--- src/rtl/serial_subtractor_ctrl.sv ---
// serial_subtractor_ctrl: bit-serial WIDTH-bit unsigned subtractor (a - b), LSB first,
// one bit per clock through a single 1-bit cell built from two half-subtractor stages.
// Ports: clk, rst (async active-high); start/a/b request side (start honoured only when
//        ready=1); ready/busy/done status; diff/borrow/zero registered results that hold
//        until the next completed operation. All outputs come straight from registers.
module serial_subtractor_ctrl #(
  parameter int WIDTH = 8
) (
  input  logic             clk,
  input  logic             rst,
  input  logic             start,
  input  logic [WIDTH-1:0] a,
  input  logic [WIDTH-1:0] b,
  output logic             ready,
  output logic             busy,
  output logic             done,
  output logic [WIDTH-1:0] diff,
  output logic             borrow,
  output logic             zero
);

  localparam int CW = $clog2(WIDTH + 1);

  typedef enum logic [1:0] {
    IDLE = 2'd0,
    RUN  = 2'd1,
    DONE = 2'd2
  } state_t;

  state_t state, state_nxt;

  logic [WIDTH-1:0] a_sr, b_sr, r_sr;
  logic             borrow_ff;
  logic [CW-1:0]    cnt;

  // 1-bit subtract cell: two cascaded half-subtractors plus the borrow OR.
  logic d1, b1, dbit, b2, bout;
  logic [WIDTH-1:0] r_nxt;
  logic             last_bit;

  always_comb begin
    d1   = a_sr[0] ^ b_sr[0];
    b1   = ~a_sr[0] & b_sr[0];
    dbit = d1 ^ borrow_ff;
    b2   = ~d1 & borrow_ff;
    bout = b1 | b2;
    // Result bits enter at the MSB; after WIDTH shifts bit 0 has reached position 0.
    // Written as shifts so WIDTH=1 needs no zero-width slice.
    r_nxt    = (r_sr >> 1) | (WIDTH'(dbit) << (WIDTH - 1));
    last_bit = (cnt == CW'(WIDTH - 1));
  end

  // FSM state register
  always_ff @(posedge clk or posedge rst) begin
    if (rst) begin
      state <= IDLE;
    end else begin
      state <= state_nxt;
    end
  end

  // FSM next-state and status outputs (status decoded from state only)
  always_comb begin
    state_nxt = state;
    ready     = 1'b0;
    busy      = 1'b0;
    done      = 1'b0;
    case (state)
      IDLE: begin
        ready = 1'b1;
        if (start) state_nxt = RUN;
      end
      RUN: begin
        busy = 1'b1;
        if (last_bit) state_nxt = DONE;
      end
      DONE: begin
        done      = 1'b1;
        state_nxt = IDLE;
      end
      default: state_nxt = IDLE;
    endcase
  end

  // Datapath: operand shifting, borrow flop, bit counter, result publish.
  always_ff @(posedge clk or posedge rst) begin
    if (rst) begin
      a_sr      <= '0;
      b_sr      <= '0;
      r_sr      <= '0;
      borrow_ff <= 1'b0;
      cnt       <= '0;
      diff      <= '0;
      borrow    <= 1'b0;
      zero      <= 1'b0;
    end else begin
      case (state)
        IDLE: begin
          if (start) begin
            a_sr      <= a;
            b_sr      <= b;
            borrow_ff <= 1'b0;
            cnt       <= '0;
          end
        end
        RUN: begin
          a_sr      <= a_sr >> 1;
          b_sr      <= b_sr >> 1;
          r_sr      <= r_nxt;
          borrow_ff <= bout;
          cnt       <= cnt + CW'(1);
          // Publish on the final bit edge so results are stable throughout DONE.
          if (last_bit) begin
            diff   <= r_nxt;
            borrow <= bout;
            zero   <= (r_nxt == '0);
          end
        end
        default: ;
      endcase
    end
  end

endmodule

--- config.mk ---
export PLATFORM = sky130hd
export DESIGN_NAME = serial_subtractor_ctrl
export DESIGN_NICKNAME = d
export VERILOG_FILES = /design/src/rtl/serial_subtractor_ctrl.sv
export SDC_FILE = /design/constraint.sdc
export NUM_CORES = 1
export LEC_CHECK = 0
export BUFFER_PORTS_ARGS = -buffer_cell sky130_fd_sc_hd__buf_2
export CAP_MARGIN = 20
export CORE_UTILIZATION = 36
export CTS_CLUSTER_DIAMETER = 200
export DETAILED_ROUTE_END_ITERATION = 10
export PLACE_DENSITY = 0.62
export SLEW_MARGIN = 20
export SYNTH_ARGS = -nofsm -noshare
export SYNTH_HDL_FRONTEND = slang
export SYNTH_SLANG_ARGS = --single-unit
--- constraint.sdc ---
create_clock -name clk -period 1.4 [get_ports clk]
set_input_delay 0.07 -clock clk [delete_from_list [all_inputs] [get_ports clk]]
set_output_delay 0.07 -clock clk [all_outputs]
set_load 0.01 [all_outputs]
==> flow_summary.toml <==
[logic_synthesis]
syn-cell-area_mm2 = 0.00182
ys_seq_elements = 40
synth-seq-area-share_pct = 55.1
yosys-top-cells-count = "40 x dfrtp_1, 38 x nand2_1, 14 x o21ai_0"
synth_ff_type = "dfrtp_1"
syn_area_per_cell_um2 = 10.8
synth_largest_area_cell = "dfrtp_1"
synth.most_common_cell = "dfrtp_1"
netlist.area_leader.share_pct = 55.1
syn_inst = 168
synth_edf_count = 0
synth_area_leaders = "dfrtp_1 55%, nand2_1 7.9%, mux2_4 5.8%, and3b_1 5.8%, o21ai_0 3.9%"
syn-num-nets = 189
yosysWarnings = 0
ys_types = 30
async_reset_ff_share_pct = 100

[route]
drtIter0Drc = 37
wl_per_cell_um = 12.2
postRouteAntennaNets = 0
vias_per_cell = 4.66
drtPass1Iterations = 2
drcViolationCount = 0
drt_wl_total_um = 3440
vias = 1313

[timing]
setup_viol = 0
report.final.slew_viol_count = 0
clock_skew_ns = 0.00255
tightestPinTransition_ns = 0.500
finalHoldViolations = 0
relSlewSlack_pct = 66.7
worst_slack_ns = 0.0161
period_share_pct = 98.8
hold_ws_ns = 0.0296
finalCriticalPeriod_ns = 1.38
fmax_ghz = 0.723
rsz0062_at_grt = "true"

[floorplan]
boundaryPins = 32
rows = 25
coreArea_mm2 = 0.00479
initial_core_util_pct = 37.9
die_w_um = 73.0
dieArea_mm2 = 0.00533
dieHeight_um = 73.0

[critical_path]
critPathArrivalTime_ns = 1.56
worstSetupStartpointType = "flip-flop"
crit_required_ns = 1.58
worst_path_max_delay_cell = "fa_1"
end_kind = "flip-flop"
critPathLaunch = "a_sr[0]"
r2r_slack_ns = 0.02
r2r_cells = 3
timing.rr.end = "diff[7]"
crit_fanout = 2
max_stage_delay_ns = 0.48
rr_startpoint = "a_sr[0]"
path_class = "flip-flop to flip-flop"
crit_end = "diff[7]"
crit_chain = "fa_1 > buf_4 > mux2_4"

[cells_and_area]
layout.nets = 235
syn_to_final_growth_pct = 23.9
final_core_util_pct = 47.0
final_cells = 282
layout-drive-gt1-share_pct = 32.1
antenna_cells = 0

[global_route]
groute.usage.overall_pct = 14.6
grt_pass1_vias = 1240
antenna_found_initial = 0
grt_use_met1_pct = 18.5
grt-ovfl-total = 0
use_met2_pct = 23.0
grt_start_max_net_pins = 41
grt-busiest-layer = "met2"
grt_first_pass_wirelength_um = 5840
met3_usage_pct = 5.25

[clock_network]
insertion_delay_ns = 0.29
cts_sinks = 40
cts.path.max_buffers = 2
cts-root-buf = "clkbuf_8"
clk_pin_slew_ns = 0.07
cts_tree = "yes"
htree_levels = 2
cts_inserted_buffers = 5

[placed_design]
dp_cells = 271
port_buffers = 31
dp_hpwl_um = 2310
gp_congestion = 0.671
pre_cts_ws_ns = -0.0782

[min_path]
worstHoldPathType = "input port to flip-flop"

[run_status]
status = "finished clean"

[power_and_ir_drop]
total_power_mw = 4.41
peakVddDrop_uv = 561
p_leak_nw = 1.14
p_per_area_mw_per_mm2 = 1960

[flow_run]
drv_cap = 0
-- cells by family after synthesis --
kind of cell	share of synthesized area, %
buffers and inverters	5.03
AO/OA/AOI/OAI	12.3
AND/OR/NAND/NOR	17.7
multiplexers	8.06
adder cells (fa/ha/maj)	1.79
flip-flops	55.1
-- repair_timing --
action	4_1_cts	5_1_grt
endpoints found under the hold margin	40	0
cloned	0	0
setup endpoints to repair	3	13
pin swaps	2	1
hold buffers	1	0
setup buffers	2	0
gates resized for setup	2	5
-- registers in the layout (all words and copies together), names as in the netlist --
| signal | count |
|---|---|
| r_sr | 7 |
| borrow_ff | 1 |
| diff | 8 |
| a_sr | 8 |
| state | 2 |
| cnt | 4 |
| zero | 1 |
| borrow | 1 |
| b_sr | 8 |
-- power breakdown --
part	leakage (nW)	internal, mW	switching, mW
Clock	0.0455	0.402	0.373
Sequential	0.514	1.61	0.298
Combinational	0.576	0.903	0.828
-- layer usage --
metal  routed length, µm  part of all wire (%)
met5                   0                     0
met4                  46                   1.3
met3                 159                   4.6
met2                1550                    45
met1                1680                    49
-- worst min path at each step --
stage	startpoint	endpoint	slack [ns]	cells past startpoint
floorplan	a[7]	a_sr[7]	0.24	1
global placement	rst	diff[0]	0.22	3
detailed placement	rst	diff[0]	0.22	3
CTS	b[7]	b_sr[7]	0.02	2
global route	b[7]	b_sr[7]	0.03	2
finish	b[7]	b_sr[7]	0.03	2
-- metrics by stage --
stage	setup TNS, ns	area, µm²
detailed placement	-0.102	2120
CTS	0	2240
global route	-0.213	2250
global placement	-0.00613	2120
floorplan	0	1820
finish	0	2250
-- worst max-delay path, delay by kind of cell (launching register included) --
kind / cells / cell delay (ns)
adders and majority gates: 1 / 0.48
buffers and inverters: 1 / 0.15
DFF: 1 / 0.40
muxes: 1 / 0.25
-- cell type report --
class	count	area [µm²]
fillers	475	2540
flip-flops and latches	40	1000
multi-input cells	111	734
repair buffers	49	309
clock buffers	8	90.1
well taps	67	83.8
inverters	7	31.3
-- layout by cell type, fill, tap and decap left out, types with 3 or more instances in the layout --
master,instances
dfrtp_1,40
buf_4,15
o21ai_0,14
nand2_1,37
clkbuf_8,6
buf_2,31
and3b_1,12
mux2_4,8
a21oi_1,13
inv_1,5
mux2i_1,3
Power figures use the tool's default switching activity.
